--- src/rtl/fsm_states.sv ---
// Virtual-pet needs engine: five saturating 3-bit need levels decayed by a prescaled tick,
// with derived happiness/health and an internal ALIVE/CRITICAL/DEAD status machine.
`timescale 1ns / 1ps

module fsm_states #(
    parameter int unsigned TICK_DIV      = 5000,
    parameter int unsigned MAX_LEVEL     = 5,
    parameter int unsigned FOOD_PERIOD   = 3,
    parameter int unsigned SLEEP_PERIOD  = 5,
    parameter int unsigned FUN_PERIOD    = 2,
    parameter int unsigned HEALTH_PERIOD = 4,
    // Reset value of health; lets a bench start from a weakened pet.
    parameter int unsigned HEALTH_INIT   = MAX_LEVEL
) (
    input  logic       clk,
    input  logic       rst,
    output logic [2:0] foodValue,
    output logic [2:0] sleepValue,
    output logic [2:0] funValue,
    output logic [2:0] happyValue,
    output logic [2:0] healthValue
);

    localparam int unsigned TW = (TICK_DIV > 1) ? $clog2(TICK_DIV) : 1;
    localparam int unsigned PW = 8;

    typedef enum logic [1:0] {Alive = 2'd0, Critical = 2'd1, Dead = 2'd2} statusT;

    statusT        stateQ, stateD;
    logic [TW-1:0] tickQ, tickD;
    logic [PW-1:0] foodCntQ, foodCntD, sleepCntQ, sleepCntD;
    logic [PW-1:0] funCntQ, funCntD, healthCntQ, healthCntD;
    logic [2:0]    foodD, sleepD, funD, happyD, healthD;
    logic          tick, anyLow, allOk;
    logic [3:0]    needSum;

    function automatic logic [2:0] decSat(input logic [2:0] v);
        return (v == 3'd0) ? 3'd0 : v - 3'd1;
    endfunction

    assign tick    = (tickQ == TW'(TICK_DIV - 1));
    assign needSum = {1'b0, foodValue} + {1'b0, funValue};
    assign anyLow  = (foodValue <= 3'd1) || (sleepValue <= 3'd1) ||
                     (funValue <= 3'd1) || (healthValue <= 3'd1);
    assign allOk   = (foodValue >= 3'd2) && (sleepValue >= 3'd2) &&
                     (funValue >= 3'd2) && (healthValue >= 3'd2);

    always_comb begin
        stateD     = stateQ;
        tickD      = tickQ;
        foodCntD   = foodCntQ;
        sleepCntD  = sleepCntQ;
        funCntD    = funCntQ;
        healthCntD = healthCntQ;
        foodD      = foodValue;
        sleepD     = sleepValue;
        funD       = funValue;
        happyD     = happyValue;
        healthD    = healthValue;

        // DEAD freezes every register, so only the non-dead path computes updates.
        if (stateQ != Dead) begin
            tickD = tick ? '0 : tickQ + 1'b1;
            if (tick) begin
                if (foodCntQ == PW'(FOOD_PERIOD - 1)) begin
                    foodCntD = '0;
                    foodD    = decSat(foodValue);
                end else begin
                    foodCntD = foodCntQ + 1'b1;
                end
                if (sleepCntQ == PW'(SLEEP_PERIOD - 1)) begin
                    sleepCntD = '0;
                    sleepD    = decSat(sleepValue);
                end else begin
                    sleepCntD = sleepCntQ + 1'b1;
                end
                if (funCntQ == PW'(FUN_PERIOD - 1)) begin
                    funCntD = '0;
                    funD    = decSat(funValue);
                end else begin
                    funCntD = funCntQ + 1'b1;
                end
                happyD = 3'(needSum >> 1);
                if (healthCntQ == PW'(HEALTH_PERIOD - 1)) begin
                    healthCntD = '0;
                    if (foodValue == 3'd0 || sleepValue == 3'd0) begin
                        healthD = decSat(healthValue);
                    end else if (happyValue >= 3'd3 && healthValue < 3'(MAX_LEVEL)) begin
                        healthD = healthValue + 3'd1;
                    end
                end else begin
                    healthCntD = healthCntQ + 1'b1;
                end
            end

            if (healthValue == 3'd0) begin
                stateD = Dead;
            end else if (stateQ == Alive && anyLow) begin
                stateD = Critical;
            end else if (stateQ == Critical && allOk) begin
                stateD = Alive;
            end
        end
    end

    always_ff @(posedge clk or posedge rst) begin
        if (rst) begin
            stateQ      <= Alive;
            tickQ       <= '0;
            foodCntQ    <= '0;
            sleepCntQ   <= '0;
            funCntQ     <= '0;
            healthCntQ  <= '0;
            foodValue   <= 3'(MAX_LEVEL);
            sleepValue  <= 3'(MAX_LEVEL);
            funValue    <= 3'(MAX_LEVEL);
            happyValue  <= 3'(MAX_LEVEL);
            healthValue <= 3'(HEALTH_INIT);
        end else begin
            stateQ      <= stateD;
            tickQ       <= tickD;
            foodCntQ    <= foodCntD;
            sleepCntQ   <= sleepCntD;
            funCntQ     <= funCntD;
            healthCntQ  <= healthCntD;
            foodValue   <= foodD;
            sleepValue  <= sleepD;
            funValue    <= funD;
            happyValue  <= happyD;
            healthValue <= healthD;
        end
    end

endmodule

--- config.mk ---
export PLATFORM = sky130hd
export DESIGN_NAME = fsm_states
export DESIGN_NICKNAME = d
export VERILOG_FILES = /design/src/rtl/fsm_states.sv
export SDC_FILE = /design/constraint.sdc
export NUM_CORES = 1
export LEC_CHECK = 0
export ABC_AREA = 0
export CORE_MARGIN = 2
export CORE_UTILIZATION = 45
export CTS_BUF_LIST = sky130_fd_sc_hd__clkbuf_4
export CTS_CLUSTER_DIAMETER = 40
export DETAILED_ROUTE_END_ITERATION = 10
export HOLD_SLACK_MARGIN = 0.06
export SKIP_CTS_REPAIR_TIMING = 1
export SLEW_MARGIN = 10
export SYNTH_ARGS = -nofsm -noshare
export SYNTH_HDL_FRONTEND = slang
export SYNTH_SLANG_ARGS = --single-unit
--- constraint.sdc ---
create_clock -name clk -period 2.5 [get_ports clk]
set_clock_uncertainty 0.05 [all_clocks]
set_input_delay 0.5 -clock clk [delete_from_list [all_inputs] [get_ports clk]]
set_output_delay 0.5 -clock clk [all_outputs]
set_load 0.02 [all_outputs]
; ---- Yosys cells after proc, flatten, opt, wreduce, memory -nomap -nowiden
; Cells that the tools add are included.
[totals]
reg_bits = 62
in_bits = 2
output_inout_bits = 15
wordCells = 76
[classes]
n_addsub = 11
order_cmp = 10
n_eq_ne = 7
mux = 14
reduce_logical = 23
[op_table]
columns = op, n
row1 = "adder 8 x 1 -> 8 bit, second input constant", 4
row2 = 2-to-1 mux 8 bit, 4
row3 = 2-to-1 mux 3 bit, 6
row4 = "== test 8 x 2 -> 1 bit, second input constant", 2
row5 = ">= comparator 3 x 2 -> 1 bit, second input constant", 5
row6 = "adder 13 x 1 -> 13 bit, second input constant", 1
row7 = "== test 13 bit, second input constant", 1
row8 = 2-to-1 mux 13 bit, 1
row9 = "<= comparator 3 x 1 -> 1 bit, second input constant", 4
row10 = zero test 3 bit, 4
row11 = "subtractor 3 x 1 -> 3 bit, second input constant", 4
row12 = AND reduction 3 bit, 3
row13 = "== test 8 x 1 -> 1 bit, second input constant", 1
row14 = "== test 8 x 3 -> 1 bit, second input constant", 1
row15 = logical AND 1 bit, 6
row16 = 2-to-1 mux 2 bit, 3
row17 = adder 3 x 3 -> 4 bit, 1
row18 = logical OR 1 bit, 4
row19 = AND reduction 2 bit, 2
row20 = AND reduction 4 bit, 1
row21 = "adder 3 x 1 -> 3 bit, second input constant", 1
row22 = "less-than comparator 3 bit, second input constant", 1
row23 = nonzero test 3 bit, 1
row24 = "== test 2 x 1 -> 1 bit, second input constant", 1
row25 = 3 further kinds, 3

; ---- Longest topological paths before layout
; Gate-level depths: netlist of the first run.
[logic_depth]
word_depth = 8
mapped_depth = 7
depth_no_buf = 7

; ---- Worst setup path after synthesis of the first run
; No wires, ideal clock.
[synth_timing]
path_kind = register to register
startpoint = register stateQ[1]
endpoint = register tickQ[12]
setup_time_ps = 77
t_arrival_ps = 1756
t_required_ps = 2373
setup_slack_ps = 617
stages_incl_launch_ff = 6
path_buffers = 1
period_less_slack_ps = 1883
path_cell_list = dfrtp_1 -> nor2b_4 -> buf_6 -> or4_4 -> or4_1 -> a21oi_1
[synth_between]
elab_chain_len = 1
[synth_lines]
columns = element, line
row1 = "start, declared", 29  ; statusT stateQ, stateD;
row2 = "start signal, assigned", 108  ; stateQ <= Alive;
row3 = "start signal, assigned", 120  ; stateQ <= stateD;
row4 = != test 2 bit, 62  ; if (stateQ != Dead) begin
row5 = "end signal, assigned", 121  ; tickQ <= tickD;
row6 = "end, declared", 30  ; logic [TW-1:0] tickQ, tickD;
; Every way passes these cells.
; A chain may end at the register's enable or synchronous reset.

; ---- Worst setup path after layout of the first run
[layout_timing]
startpoint = register tickQ[5]
endpoint = register foodValue[0]
[layout_between]
elab_chain_len = 2
[layout_lines]
columns = element, line
row1 = == test 13 bit, 41  ; assign tick = (tickQ == TW'(TICK_DIV - 1));
row2 = AND reduction 3 bit (no source line), n/a
row3 = "end signal, assigned", 114  ; foodValue <= 3'(MAX_LEVEL);
row4 = "end signal, assigned", 126  ; foodValue <= foodD;
row5 = "end, declared", 17  ; output logic [2:0] foodValue,
; Every way passes these cells.

==> results of run 1 <==
## cell usage in the layout, fill, tap and decap left out, drive strengths merged, types with 3 or more instances in the layout
master,Yosys,routed
or4,4,4
ha,22,22
o31ai,3,3
nor4b,4,4
dfrtp,52,52
and3,11,11
mux2i,4,4
xnor2,22,22
a21oi,8,8
nand3,13,13
clkbuf,2,11
buf,7,6
o21ai,18,18
or2,4,4
dfstp,10,10
o22ai,3,3
clkdlybuf4s50,0,16
clkinv,0,4
xor2,5,5
mux2,7,7
nor3,9,9
and4,3,3
nand2,30,30
nand4,17,17
inv,25,25
nor2,21,21
## state kept, by name, indices dropped and copies added (netlist names)
register     cells
foodCntQ         8
funValue         3
tickQ           13
foodValue        3
healthCntQ       8
happyValue       3
healthValue      3
sleepCntQ        8
sleepValue       3
funCntQ          8
stateQ           2
## cell type report
class	instances	area, um^2	area share, %
Multi-Input combinational cell	233	1650	43.9
Tap cell	99	124	3.30
Clock inverter	5	26.3	0.700
Sequential cell	62	1560	41.7
Clock buffer	11	82.6	2.20
Timing Repair Buffer	22	218	5.80
Inverter	25	93.8	2.50
## per-stage QoR
stage / power (mW) / setup slack [ps] / cell area, um^2 / instances / hold slack [ps]
after floorplan: 1.04 / 425 / 3360 / 329 / 393
after global placement: 1.05 / 359 / 3640 / 441 / 420
after detailed placement: 1.05 / 253 / 3640 / 441 / 418
after CTS: 1.64 / 237 / 3750 / 457 / 252
final: 1.60 / 260 / 3750 / 457 / 270
after global routing: 1.69 / 33.7 / 3750 / 457 / 268
## layer usage
layer / wire (um) / vias to the layer above
met4: 150 / 0
met5: 0 / -
met3: 150 / 13
li1: - / 1207
met2: 2750 / 35
met1: 3170 / 1157
## final timing paths
path                                        endpoint  slack (ps)  cells after the start
max in group asynchronous  sleepValue[2]$_DFFE_PP1P_        1550                      3
max reg2reg                 foodValue[0]$_DFFE_PP1P_         260                      5
min reg2reg                happyValue[2]$_DFFE_PP1P_         430                      2
min in group clk           happyValue[2]$_DFFE_PP1P_         430                      2
min                        happyValue[1]$_DFFE_PP0P_         270                      2
max                         foodValue[0]$_DFFE_PP1P_         260                      5
## power breakdown
group	leakage (nW)	switching, mW	internal [mW]
clock	0.0641	0.358	0.219
sequential	0.820	0	1.00
combinational	0.807	0.0194	0.00477
total	1.69	0.377	1.23
## critical path: cells and delay by family (launching register included)
kind	cells	cell delay (ps)
multiplexers	1	340
flip-flops	1	430
buffers and inverters	1	320
AND/OR/NAND/NOR	3	1020
## logic make-up (layout without fill, tap and decap cells)
family	after synthesis	count (layout)	synth area share, %
xor gates and xnor gates	27	27	7.04
buffers and inverters	34	63	4.62
adders and majority gates	23	23	8.79
DFF	62	62	46.6
muxes	11	11	3.54
AOI/OAI and AO/OA	44	44	8.16
and+or+nand+nor	128	128	21.3
==> Implementation_results.wiki, run 1 <==
{| class="wikitable"
! Metric !! Value
|-
| Share of the clock period used by the worst path || 89.6%
|-
| Dpl hpwl || 4.32 mm
|-
| Hold Crit Class || input pin to async pin
|-
| Distinct cell type count of the synthesized netlist || 47
|-
| Total via count in the routed design || 2412
|-
| Cell type contributing the most total cell area after synthesis || sky130_fd_sc_hd__dfrtp_1
|-
| Finished Core Util || 51.8%
|-
| Most instantiated cells after synthesis || sky130_fd_sc_hd__dfrtp_1, sky130_fd_sc_hd__nand2_1, sky130_fd_sc_hd__inv_1
|-
| RSZ-0062 raised after global routing || no
|-
| Number of buffers created by CTS || 9
|-
| Number of port buffers || 16
|-
| Warnings from Yosys || 0
|-
| Launch instance of the worst register-to-register path || tickQ[5]$_DFFE_PP0N_
|-
| Ys async rst share || 100%
|-
| Met2 Resource Use GR || 26.0%
|-
| Post-synthesis net count || 354
|-
| Congestion Overflow GR || 0
|-
| Category of the critical setup timing path || flop to flop
|-
| Final weighted congestion in routability-driven placement || 0.829
|-
| Total length of routed wires || 6.22 mm
|-
| EDFF count, synth || 0
|-
| Peak-usage layer in the global routing report || met2
|-
| Dominant cells by area after synthesis || sky130_fd_sc_hd__dfrtp_1, sky130_fd_sc_hd__ha_1, sky130_fd_sc_hd__dfstp_2, sky130_fd_sc_hd__xnor2_1, sky130_fd_sc_hd__nand2_1
|-
| Longest individual stage delay on the worst path || 460 ps
|-
| Type of element capturing the critical path || flop
|-
| Final Setup Violations || 0
|-
| Chip Width || 90.4 um
|-
| Data required time of the worst path || 2780 ps
|-
| Synthesized cell area || 3360 um^2
|-
| Number of sinks handled by clock tree synthesis || 62
|-
| Worst-path cell with the longest stage delay || sky130_fd_sc_hd__nor4b_1
|-
| Max VDD drop || 0.000215 V
|-
| Hold Violations, Final || 0
|-
| Area share of the largest cell type after synthesis || 38.7%
|-
| Prevailing post-synth register cell || sky130_fd_sc_hd__dfrtp_1
|-
| Clock network latency to the later pin of the worst-skew pair || 410 ps
|-
| Ports placed on the boundary || 17
|-
| Clock root buffer || sky130_fd_sc_hd__clkbuf_4
|-
| Mean cell area of the mapped netlist || 10.2 um^2
|-
| Met3 Track Usage GR || 3.34%
|-
| Worst-Margin Slew || 523 ps
|-
| Source of the critical timing path || tickQ[5]$_DFFE_PP0N_
|-
| Initial detailed-routing violation count || 104
|-
| Maximum root-to-sink buffer count || 2
|-
| Total power per unit cell area || 427 nW/um^2
|-
| GRT Overall Usage || 17.2%
|-
| # diodes || 0
|-
| Highest fanout seen on the critical path || 18
|-
| Placeable core area || 7250 um^2
|-
| Vias per std cell || 5.28
|-
| CTS tree || yes
|-
| Total negative slack || 0 ps
|-
| Post-synthesis instance total || 329
|-
| Count of H-tree levels built during CTS || 3
|-
| Final antenna-violating net count || 0
|-
| Crit path DAT || 2520 ps
|-
| DRC errors left || 0
|-
| Fill cell count || 687
|-
| Layout cell share with drive strength beyond 1 || 12.3%
|-
| Number of placement rows || 31
|-
| Outcome || finished clean
|-
| Global Route met1 Usage || 23.7%
|-
| Height of the die || 90.4 um
|-
| DIE AREA || 8170 um^2
|-
| Wire length of the first global-routing pass || 11.3 mm
|-
| Count leader, synth || sky130_fd_sc_hd__dfrtp_1
|-
| Worst-path cell chain || nor4b_1 > nand4_1 > buf_4 > nor2_1 > mux2_1
|-
| Worst-case headroom to the max-slew limit || 64.8%
|-
| Pin count of the biggest net entering global routing || 54
|-
| Slew Viols, Final || 0
|-
| Routed wirelength normalized by instance count || 13.6 um
|-
| Static leakage || 1.69 nW
|-
| Number of maximum-capacitance violations || 0
|-
| Net count of the finished layout || 378
|-
| Post-synthesis to final-layout area growth || 11.8%
|-
| Sequential cell area fraction in the yosys report || 46.6%
|-
| Post-synthesis register bit count || 62
|-
| Maximum clock rate || 0.446 GHz
|-
| Startpoint Class || flop
|-
| Post-CTS clock slew at the launch and capture registers of the worst setup and hold paths || 100 ps
|-
| Vias in the first global route || 2404
|-
| Pre-antenna DRT Iters || 4
|-
| Starting Density || 46.3%
|-
| Min cycle time layout || 2240 ps
|-
| Number of antenna violations at the first check in global routing || 0
|}
No activity file was read; power rests on OpenSTA's default activity.
==> run 2, diff against run 1 <==
Settings changed: CORE_ASPECT_RATIO set to 2.
==> Implementation_results.wiki, run 2 (same netlist as run 1, synthesis figures left out) <==
{| class="wikitable"
! Metric !! Value
|-
| Total negative slack || 0 ps
|-
| Final weighted congestion in routability-driven placement || 0.873
|-
| Number of maximum-capacitance violations || 0
|-
| RSZ-0062 raised after global routing || no
|-
| Buf+Inv Stages, Crit Path || 1
|-
| Total power per unit cell area || 453 nW/um^2
|-
| Commonest non-fill, non-tap cells in the layout || sky130_fd_sc_hd__dfrtp_1, sky130_fd_sc_hd__nand2_1, sky130_fd_sc_hd__inv_1, sky130_fd_sc_hd__xnor2_1, sky130_fd_sc_hd__ha_1
|-
| Wire length of the first global-routing pass || 11.5 mm
|-
| Crit path max-delay family || flip-flops
|-
| Net count of the finished layout || 377
|-
| Top reg by flops || tickQ
|-
| Highest fanout seen on the critical path || 7
|-
| Slew Viols, Final || 0
|-
| Clock network latency to the later pin of the worst-skew pair || 410 ps
|-
| GRT Overall Usage || 18.5%
|-
| Hold Crit Class || input pin to async pin
|-
| Number of sinks handled by clock tree synthesis || 62
|-
| Inst Count DP || 433
|-
| DRC errors left || 0
|-
| Final instance count without filler cells || 450
|-
| Worst-Margin Slew || 465 ps
|-
| Vias per std cell || 5.40
|-
| Data required time of the worst path || 1950 ps
|-
| Dpl hpwl || 4.90 mm
|-
| Met2 Resource Use GR || 31.6%
|-
| Ports placed on the boundary || 17
|-
| Worst-path cell with the longest stage delay || sky130_fd_sc_hd__dfstp_2
|-
| Clock root buffer || sky130_fd_sc_hd__clkbuf_4
|-
| Maximum clock rate || 0.454 GHz
|-
| Crit path DAT || 1650 ps
|-
| Peak-usage layer in the global routing report || met2
|-
| Number of placement rows || 44
|-
| Height of the die || 126 um
|-
| Pre-antenna DRT Iters || 4
|-
| Max VDD drop || 0.000311 V
|-
| Startpoint Class || flop
|-
| Vias in the first global route || 2461
|-
| Global Route met1 Usage || 20.4%
|-
| Outcome || finished clean
|-
| Chip Width || 65.1 um
|-
| Placeable core area || 7270 um^2
|-
| Total chip power || 1.71 mW
|-
| Static leakage || 1.70 nW
|-
| Maximum root-to-sink buffer count || 2
|-
| Starting Density || 46.2%
|-
| Met3 Track Usage GR || 4.82%
|-
| Hold Violations, Final || 0
|-
| Type of element capturing the critical path || output pin
|-
| Min cycle time layout || 2200 ps
|-
| Leading cell type in the layout, fill and taps excluded || sky130_fd_sc_hd__dfrtp_1
|-
| Pin count of the biggest net entering global routing || 32
|-
| Post-synthesis to final-layout area growth || 12.3%
|-
| Hold slack final || 361 ps
|-
| Total length of routed wires || 6.70 mm
|-
| Total via count in the routed design || 2429
|-
| Congestion Overflow GR || 0
|-
| Layout cell share with drive strength beyond 1 || 11.5%
|-
| Count of H-tree levels built during CTS || 3
|-
| Final Setup Violations || 0
|-
| Initial detailed-routing violation count || 96
|-
| DIE AREA || 8210 um^2
|-
| Share of the clock period used by the worst path || 88.1%
|-
| Routed wirelength normalized by instance count || 14.9 um
|-
| Number of port buffers || 16
|-
| Worst-path cell chain || clkdlybuf4s50_1
|-
| Number of antenna violations at the first check in global routing || 1
|-
| Worst-case headroom to the max-slew limit || 68.7%
|-
| Longest individual stage delay on the worst path || 620 ps
|-
| Number of buffers created by CTS || 9
|-
| Max FFs per register || 13
|-
| Post-CTS clock slew at the launch and capture registers of the worst setup and hold paths || 110 ps
|-
| Category of the critical setup timing path || flop to output pin
|-
| CTS tree || yes
|-
| Final antenna-violating net count || 0
|}
run 2: area by class of cell:
type	count	area (um^2)
tap	92	115
fill	711	3500
timing repair buffer	21	223
clock inverter	5	50.0
inverter	25	93.8
clock buffer	11	82.6
multi-input combinational	233	1640
sequential	62	1560
antenna	1	2.50
run 2: worst paths after layout:
path | startpoint | to | slack [ps] | depth (start not counted)
max | funValue[2]$_DFFE_PP1P_ | funValue[2] | 300 | 1
min | rst | funCntQ[3]$_DFFE_PP0P_ | 360 | 2
max reg2reg | tickQ[3]$_DFFE_PP0N_ | funCntQ[7]$_DFFE_PP0P_ | 340 | 5
min reg2reg | healthCntQ[7]$_DFFE_PP0P_ | healthCntQ[7]$_DFFE_PP0P_ | 420 | 1
max in group asynchronous | rst | sleepCntQ[1]$_DFFE_PP0P_ | 1420 | 3
min in group clk | healthCntQ[7]$_DFFE_PP0P_ | healthCntQ[7]$_DFFE_PP0P_ | 420 | 1
run 2: routing by layer:
layer | routed length (um) | part of all wire (%)
met4 | 170 | 2.5
met3 | 206 | 3.1
met2 | 3620 | 54
met5 | 0 | 0
met1 | 2700 | 40
run 2: where the power goes:
group | switching, mW | internal [mW] | total (mW)
logic | 0.0200 | 0.00564 | 0.0257
clock network | 0.360 | 0.320 | 0.679
registers | 0 | 1.00 | 1.00
run 2: per-stage QoR:
stage               setup slack (ps)  instance area, um^2  utilization, %
floorplan                        425                 3360               -
global placement                 418                 3640            50.0
detailed placement               373                 3640            50.0
CTS                              243                 3770            51.9
global route                     209                 3770            51.9
finish                           298                 3770            51.9
